$ cat config.mk
export PLATFORM = sky130hd
export DESIGN_NAME = instr_encoder
export DESIGN_NICKNAME = d
export VERILOG_FILES = /design/src/rtl/isa_pkg.sv /design/src/rtl/instr_word_pack.sv /design/src/rtl/instr_encoder.sv
export SDC_FILE = /design/constraint.sdc
export NUM_CORES = 1
export LEC_CHECK = 0
export ABC_AREA = 1
export BUFFER_PORTS_ARGS = -buffer_cell sky130_fd_sc_hd__buf_2
export CAP_MARGIN = 20
export CORE_MARGIN = 2
export CORE_UTILIZATION = 45
export CTS_CLUSTER_DIAMETER = 30
export DETAILED_ROUTE_END_ITERATION = 12
export PLACE_DENSITY = 0.72
export SLEW_MARGIN = 10
export SYNTH_ARGS = -nofsm -noshare
export SYNTH_HDL_FRONTEND = slang
export SYNTH_SLANG_ARGS = --single-unit
$ cat constraint.sdc
create_clock -name clk -period 3.4 [get_ports clk]
set_input_delay 0.51 -clock clk [delete_from_list [all_inputs] [get_ports clk]]
set_output_delay 0.51 -clock clk [all_outputs]
set_load 0.05 [all_outputs]
$ cat src/rtl/isa_pkg.sv
// Shared ISA definitions: opcodes, instruction field positions, encoder error
// codes and encoder state encoding.
package isa_pkg;

    typedef enum logic [4:0] {
        OP_MV   = 5'b00000,
        OP_ADD  = 5'b00001,
        OP_SUB  = 5'b00010,
        OP_CMP  = 5'b00011,
        OP_LD   = 5'b00100,
        OP_ST   = 5'b00101,
        OP_JR   = 5'b01000,
        OP_JZR  = 5'b01001,
        OP_JNR  = 5'b01010,
        OP_MVI  = 5'b10000,
        OP_ADDI = 5'b10001,
        OP_SUBI = 5'b10010,
        OP_CMPI = 5'b10011,
        OP_MVHI = 5'b10110,
        OP_J    = 5'b11000,
        OP_JZ   = 5'b11001,
        OP_JN   = 5'b11010
    } opcode_e;

    localparam int OP_LSB    = 0;
    localparam int RX_LSB    = 5;
    localparam int RY_LSB    = 8;
    localparam int IMM8_LSB  = 8;
    localparam int IMM11_LSB = 5;

    localparam logic [1:0] ERR_NONE    = 2'b00;
    localparam logic [1:0] ERR_ILLEGAL = 2'b01;
    localparam logic [1:0] ERR_RANGE   = 2'b10;

    typedef enum logic [1:0] {
        ST_READY,
        ST_EMIT_LO,
        ST_EMIT_HI,
        ST_ERR
    } enc_state_e;

    // An immediate fits a signed field when every bit above the field's sign
    // bit copies it.
    function automatic logic fits_imm8(input logic [15:0] v);
        return (&v[15:7]) | ~(|v[15:7]);
    endfunction

    function automatic logic fits_imm11(input logic [15:0] v);
        return (&v[15:10]) | ~(|v[15:10]);
    endfunction

endpackage

$ cat src/rtl/instr_word_pack.sv
// Combinational packer: symbolic fields to machine word(s), plus opcode
// legality, immediate range check and wide-mvi split detection.
module instr_word_pack
    import isa_pkg::*;
(
    input  logic [4:0]  op,
    input  logic [2:0]  rx,
    input  logic [2:0]  ry,
    input  logic [15:0] imm,
    input  logic        wide,
    output logic [15:0] word_lo,
    output logic [15:0] word_hi,
    output logic        two_word,
    output logic        illegal_op,
    output logic        range_err
);

    logic ok8;
    logic ok11;

    assign ok8  = fits_imm8(imm);
    assign ok11 = fits_imm11(imm);

    // NOTE: every output gets a default before the case so no path leaves a
    // value unassigned, which would otherwise infer a latch.
    always_comb begin
        word_lo    = '0;
        word_hi    = '0;
        two_word   = 1'b0;
        illegal_op = 1'b0;
        range_err  = 1'b0;

        word_lo[OP_LSB +: 5] = op;

        // Upper half of a split mvi is always mvhi rx, imm[15:8].
        word_hi[OP_LSB +: 5]   = OP_MVHI;
        word_hi[RX_LSB +: 3]   = rx;
        word_hi[IMM8_LSB +: 8] = imm[15:8];

        case (op)
            OP_MV, OP_ADD, OP_SUB, OP_CMP, OP_LD, OP_ST: begin
                word_lo[RX_LSB +: 3] = rx;
                word_lo[RY_LSB +: 3] = ry;
            end
            OP_JR, OP_JZR, OP_JNR: begin
                word_lo[RX_LSB +: 3] = rx;
            end
            OP_MVI: begin
                word_lo[RX_LSB +: 3]   = rx;
                word_lo[IMM8_LSB +: 8] = imm[7:0];
                if (!ok8) begin
                    if (wide) two_word  = 1'b1;
                    else      range_err = 1'b1;
                end
            end
            OP_ADDI, OP_SUBI, OP_CMPI: begin
                word_lo[RX_LSB +: 3]   = rx;
                word_lo[IMM8_LSB +: 8] = imm[7:0];
                range_err              = !ok8;
            end
            OP_MVHI: begin
                word_lo[RX_LSB +: 3]   = rx;
                word_lo[IMM8_LSB +: 8] = imm[7:0];
            end
            OP_J, OP_JZ, OP_JN: begin
                word_lo[IMM11_LSB +: 11] = imm[10:0];
                range_err                = !ok11;
            end
            default: illegal_op = 1'b1;
        endcase
    end

endmodule

$ cat src/rtl/instr_encoder.sv
// Sequential instruction encoder: accepts symbolic instructions and writes the
// packed words to instruction memory at an auto-incrementing byte address.
module instr_encoder
    import isa_pkg::*;
#(
    parameter int ADDR_W = 16,
    parameter int CNT_W  = 16
) (
    input  logic              clk,
    input  logic              reset_n,
    input  logic              in_valid,
    output logic              in_ready,
    input  logic [4:0]        in_op,
    input  logic [2:0]        in_rx,
    input  logic [2:0]        in_ry,
    input  logic [15:0]       in_imm,
    input  logic              in_wide,
    input  logic              base_load,
    input  logic [ADDR_W-1:0] base_addr,
    output logic              mem_wr,
    output logic [ADDR_W-1:0] mem_addr,
    output logic [15:0]       mem_wdata,
    input  logic              mem_wait,
    output logic              busy,
    output logic              err_valid,
    output logic [1:0]        err_code,
    output logic [CNT_W-1:0]  word_count
);

    localparam logic [ADDR_W-1:0] ALIGN_MASK = ~ADDR_W'(1);

    enc_state_e  state;
    logic [4:0]  f_op;
    logic [2:0]  f_rx;
    logic [2:0]  f_ry;
    logic [15:0] f_imm;
    logic        f_wide;

    logic [4:0]  pk_op;
    logic [2:0]  pk_rx;
    logic [2:0]  pk_ry;
    logic [15:0] pk_imm;
    logic        pk_wide;
    logic [15:0] word_lo;
    logic [15:0] word_hi;
    logic        two_word;
    logic        illegal_op;
    logic        range_err;
    logic        ready_st;

    assign ready_st = (state == ST_READY);

    // One packer serves both phases: in READY it checks the offered inputs to
    // pick the next state; while emitting it builds words from held fields.
    assign pk_op   = ready_st ? in_op   : f_op;
    assign pk_rx   = ready_st ? in_rx   : f_rx;
    assign pk_ry   = ready_st ? in_ry   : f_ry;
    assign pk_imm  = ready_st ? in_imm  : f_imm;
    assign pk_wide = ready_st ? in_wide : f_wide;

    instr_word_pack u_pack (
        .op         (pk_op),
        .rx         (pk_rx),
        .ry         (pk_ry),
        .imm        (pk_imm),
        .wide       (pk_wide),
        .word_lo    (word_lo),
        .word_hi    (word_hi),
        .two_word   (two_word),
        .illegal_op (illegal_op),
        .range_err  (range_err)
    );

    assign in_ready  = ready_st && !base_load;
    assign mem_wr    = (state == ST_EMIT_LO) || (state == ST_EMIT_HI);
    assign busy      = !ready_st;
    assign err_valid = (state == ST_ERR);
    assign mem_wdata = (state == ST_EMIT_LO) ? word_lo :
                       (state == ST_EMIT_HI) ? word_hi : '0;

    // NOTE: sequential state uses non-blocking assignments so every register
    // samples pre-edge values regardless of statement order.
    always_ff @(posedge clk or negedge reset_n) begin
        if (!reset_n) begin
            state      <= ST_READY;
            f_op       <= '0;
            f_rx       <= '0;
            f_ry       <= '0;
            f_imm      <= '0;
            f_wide     <= 1'b0;
            mem_addr   <= '0;
            word_count <= '0;
            err_code   <= ERR_NONE;
        end else begin
            case (state)
                ST_READY: begin
                    if (base_load) begin
                        mem_addr <= base_addr & ALIGN_MASK;
                    end else if (in_valid) begin
                        f_op   <= in_op;
                        f_rx   <= in_rx;
                        f_ry   <= in_ry;
                        f_imm  <= in_imm;
                        f_wide <= in_wide;
                        if (illegal_op) begin
                            err_code <= ERR_ILLEGAL;
                            state    <= ST_ERR;
                        end else if (range_err) begin
                            err_code <= ERR_RANGE;
                            state    <= ST_ERR;
                        end else begin
                            state    <= ST_EMIT_LO;
                        end
                    end
                end
                ST_EMIT_LO: begin
                    if (!mem_wait) begin
                        mem_addr   <= mem_addr + ADDR_W'(2);
                        word_count <= word_count + CNT_W'(1);
                        state      <= two_word ? ST_EMIT_HI : ST_READY;
                    end
                end
                ST_EMIT_HI: begin
                    if (!mem_wait) begin
                        mem_addr   <= mem_addr + ADDR_W'(2);
                        word_count <= word_count + CNT_W'(1);
                        state      <= ST_READY;
                    end
                end
                default: state <= ST_READY;
            endcase
        end
    end

endmodule

# Yosys cells after proc, flatten, opt, wreduce, memory -nomap -nowiden
# Cells that the tools add are included.
# classes
n_bitwise	6
magnitude_cmp	0
addsub	2
multipliers	0
eq_ne	26
div_mod_pow	0
mux	29
n_reduce_logical	25
shift	0
# op_table
cell	count
two-way mux 16 bit	5
== test 5 bit, second input constant	8
one-hot mux 16 bit (2 select lines)	1
two-way mux 2 bit	9
OR reduction 17 bit	1
adder 16 x 1 -> 16 bit, second input constant	1
adder 16 x 2 -> 16 bit, second input constant	1
== test 5 x 4 -> 1 bit, second input constant	3
OR reduction 14 bit	1
!= test 2 bit, second input constant	6
OR reduction 6 bit	2
== test 5 x 2 -> 1 bit, second input constant	2
== test 5 x 3 -> 1 bit, second input constant	2
one-hot mux 5 bit (2 select lines)	1
one-hot mux 3 bit (3 select lines)	1
AND reduction 9 bit	1
OR reduction 9 bit	1
AND reduction 4 bit	2
two-way mux 1 bit	6
two-way mux 3 bit	2
one-hot mux 2 bit (3 select lines)	1
one-hot mux 3 bit (2 select lines)	1
AND reduction 3 bit	2
AND reduction 6 bit	1
other kinds (18)	27
# word_totals
latchBits	0
ramBits	0
mem_count	0
regBits	64
rom_bits	0
in_bits	49

# Depth between registers and ports, before layout
# logic_depth
word_depth	12
ltp_mapped	15
depth_no_buf	14

# Hierarchy
# Synthesis repeated with hierarchy kept, for this count alone.
# hier_totals
hier_cells	616
area_unflattened_um2	4307.9
# modules_own_cells
mod	instances	cells_per_inst	area_per_inst_um2
instr_encoder	1	512	3789.9
instr_word_pack	1	104	518.0

# Least setup slack after synthesis
# OpenSTA, ideal clock, no wires.
# synth_path
path_kind	register -> output
from	register state[0]
to	output mem_wdata[12]
setup_slack_ps	563
arrival_time_ps	2327
stages_incl_launch_ff	8
required_time_ps	2890
n_path_buf	0
cell_sequence	dfrtp_1 inv_1 ha_1 o21ai_0 nand2_1 o21ai_2 a22oi_1 o22ai_1
# synth_via
elab_chain_len	6
elab_cells_between_ends	18
cone_classes	eq/ne (10); mux (5); reduce/logical (3)
# synth_rtl
item	line_no	rtl
from (decl)	instr_encoder.sv:32	enc_state_e state;
from (signal assigned)	instr_encoder.sv:120	state <= two_word ? ST_EMIT_HI : ST_READY;
logical NOT 2 bit	instr_encoder.sv:51	assign ready_st = (state == ST_READY);
two-way mux 5 bit	instr_encoder.sv:55	assign pk_op = ready_st ? in_op : f_op;
== test 5 bit	instr_word_pack.sv:40	case (op)
OR reduction 5 bit (no source line) / OR reduction 3 bit (equally long branches)	--	
one-hot mux 5 bit (2 select lines)	instr_word_pack.sv:40	
two-way mux 16 bit (*)	instr_encoder.sv:78	assign mem_wdata = (state == ST_EMIT_LO) ? word_lo :
to (decl)	instr_encoder.sv:22	output logic [15:0] mem_wdata,
# Every way passes the cells marked *; elsewhere a longest branch is shown, timed or not.

# Final worst setup path
# layout_path
from	register state[1]
to	output mem_wdata[10]
# layout_via
elab_chain_len	6
elab_cells_between_ends	26
cone_classes	eq/ne (15); mux (6); reduce/logical (5)
# layout_rtl
item	line_no
logical NOT 2 bit	instr_encoder.sv:51
two-way mux 5 bit	instr_encoder.sv:55
== test 5 x 1 -> 1 bit (tied with other cells)	instr_word_pack.sv:40
OR reduction 6 bit (tied with other cells)	--
one-hot mux 3 bit (3 select lines)	instr_word_pack.sv:40
two-way mux 16 bit (*)	instr_encoder.sv:78
# Marks and branches as above.

==> results.toml <==
[routing]
vias = 4004
wl_per_cell_um = 12.9
drc_errors = 0
postRouteAntennaNets = 0
vias_per_cell = 5.10
drt_iter0_drc = 216
drt_first_pass_iters = 5
wirelength_mm = 10.1

[power_and_ir_drop]
ir_drop_v = 0.000847
internal_power_mw = 2.48
pwr-share-clk_pct = 14.8
p_per_area_nw_per_um2 = 1170
pwr-share-comb_pct = 62.0
power.net_switching_mw = 3.12
pwr-share-seq_pct = 23.2
p_sw_share_pct = 55.7
leakagePower_nw = 2.62

[worst_hold_path]
hp-class = "input pin to async pin"

[critical_path]
reg2reg_from = "state[0]"
max_stage_delay_ns = 0.42
ff2ff_setup_slack_ns = 0.81
worstPathCellList = "inv_1, ha_4, inv_2, nand2_1, nand2_2, nand3_1, o21ai_4, nand2_1, nand3_1, nand2_1, o21ai_0, buf_2"
r2r_end = "mem_addr[11]"
crit_top_cell = "nand2_1"
crit_arrival_ns = 2.60
required_ns = 2.89
critPathSlowestCell = "dfrtp_1"
crit_path_max_fanout = 15
crit_path_end_kind = "output port"
cp-start-kind = "flop"
ff2ff_path_depth = 10
critPathKind = "flop to output port"

[place]
place_ws_ns = 0.408
placed_cells = 769
place_hpwl_mm = 7.45
place_congestion = 0.889
portBuffers = 100
dpl_cell_area_um2 = 4500

[cells_and_area]
antenna_cells = 0
syn_to_final_growth_pct = 22.2
nFillCells = 881
final_layout_size_suffix_gt1_share_pct = 20.4
final_cells = 785
design_area_um2 = 4790
nNetsFinal = 727

[synthesis]
synth_area_per_cell_um2 = 6.83
synth_top_cells_by_area = "dfrtp_1 40%, nand2_1 18%, inv_1 7.8%"
synth_most_common_cell = "nand2_1"
synth_cell_types = 31
synth_ff_type = "dfrtp_1"
async_reset_ff_share_pct = 100
ys_top_cells_by_count = "187 x nand2_1, 81 x inv_1, 63 x dfrtp_1, 58 x o21ai_0, 37 x nor2_1"
ys_ff_latch = 63
synthDominantAreaCellType = "dfrtp_1"
syn_area_um2 = 3920
synth_edf_count = 0
yosysTopAreaCellShare_pct = 40.3
ys_warn_count = 0
syn_nets = 628
syn_inst = 573
seq_area_frac_synth_pct = 40.3

[cts]
clk_pin_slew_ns = 0.09
post_cts_buffers = 0
cts_tree = "built"
root_buffer = "clkbuf_8"
insertion_delay_ns = 0.34
cts_hold_buf = 0
cts_sinks = 63
numCtsBuffers = 9
h-tree-depth = 3
clock_path_buffers = 2

[global_routing]
track_usage_pct = 21.8
grt.overflow.total = 0
antenna_found_initial = 0
grt_max_degree = 39
grt_pass1_wl_mm = 16.9
grt_pass1_vias = 3757

[timing]
hold-worst-slack_ns = 0.304
min_period_ns = 3.11
hold_viol = 0
worst_slew_margin_rel_pct = 39.3
drv_slew = 0
tightestPinTransition_ns = 0.911
final.setup.worst_slack_ns = 0.288
fin_crit_sh_pct = 91.5
rsz0062_at_grt = "no"
timing.setup.tns_ns = 0
skew_ns = 0.0135
setup_viol = 0
fmax_ghz = 0.321

[floorplan]
die_height_um = 97.3
die_w_um = 97.3
rows = 34
die_area_um2 = 9460
core_area_um2 = 8590
boundaryPins = 103
start_util_pct = 45.6

[outcome]
status = "completed"

[flow_run]
maxCapViolations = 0
## kinds of logic (layout without fill, tap and decap cells)
kind of cell,count (synthesis),after routing,share of synthesized area [%]
xor gates and xnor gates,16,16,3.58
DFF,63,63,40.3
AOI/OAI and AO/OA,105,105,14.4
other,1,1,0.0958
adders and majority gates,6,6,1.92
and+or+nand+nor,276,276,28.7
buffers and inverters,106,210,11.1
## routing by layer
metal / vias up / wire [µm] / global-route usage, %
met2: 113 / 4760 / 35.5
met4: 0 / 144 / 6.20
met5: - / 0 / 0
li1: 2006 / - / -
met3: 18 / 504 / 4.82
met1: 1867 / 4700 / 29.3
## stage by stage
stage,power [mW],utilization (%)
floorplan,3.97,-
global placement,4.62,52.4
detailed placement,4.72,52.4
CTS,5.56,55.3
global route,6.09,55.7
finish,5.61,55.7
## power by group through the flow
stage / Clock, mW / Combinational [mW] / Sequential [mW]
after floorplan: 0 / 2.26 / 1.71
after global placement: 0 / 3.33 / 1.29
after detailed placement: 0 / 3.40 / 1.31
after CTS: 0.845 / 3.42 / 1.30
after global routing: 0.884 / 3.86 / 1.35
final: 0.831 / 3.48 / 1.30
## critical path: cells and delay by family, from the launching register on
kind,cells,cell delay [ns]
AND/OR/NAND/NOR,6,0.62
AO/OA/AOI/OAI,2,0.39
flip-flops,1,0.42
adder cells (fa/ha/maj),1,0.20
buffers and inverters,3,0.62
## placed cells by master (no fill, tap or decap), types with 2 or more instances in the layout
cell type / count
xnor2_1: 5
nor2_4: 2
a21oi_1: 19
nand4_1: 5
bufinv_16: 3
inv_6: 2
clkbuf_8: 9
inv_1: 81
buf_4: 9
nor2_2: 2
ha_1: 5
xor2_1: 11
a31oi_1: 3
dfrtp_1: 63
o21ai_0: 57
inv_2: 4
nand2_1: 187
o21ai_1: 8
nor2_1: 37
nor3_1: 4
nand2_2: 2
nand3_1: 34
nor4_1: 2
o22ai_1: 10
buf_2: 98
a22oi_1: 4
o211ai_1: 2
## area by class of cell
type                            count  area, µm²  area share, %
Tap cell                          108        135           2.82
Timing Repair Buffer              108        566           11.8
Clock buffer                        9        124           2.59
Sequential cell                    63       1580           32.9
Inverter                           86        323           6.75
Multi-Input combinational cell    404       1930           40.4
Clock inverter                      7        128           2.67
## timing repair
item / 4_1_cts / 5_1_grt
hold endpoints to repair: 0 / 0
setup endpoints to repair: 0 / 11
gates resized for setup: 0 / 9
## registers in the layout, summed over array words and instances (netlist names)
signal / cells
f_op: 5
state: 2
f_imm: 16
err_code: 2
word_count: 16
mem_addr: 15
f_wide: 1
f_ry: 3
f_rx: 3
## how the worst max path moves through the flow
| stage | startpoint | end | slack (ns) | cells past startpoint |
|---|---|---|---|---|
| 6_report | state[1] | mem_wdata[10] | 0.29 | 12 |
| 5_1_grt | state[1] | mem_wdata[6] | 0.05 | 13 |
| 4_1_cts | state[1] | mem_wdata[6] | 0.03 | 12 |
| 3_5_place_dp | state[0] | mem_wdata[6] | 0.41 | 12 |
| 3_3_place_gp | state[0] | mem_wdata[14] | 0.48 | 13 |
| 2_1_floorplan | state[0] | mem_wdata[12] | 0.56 | 7 |
(Power assumes the default switching activity.)
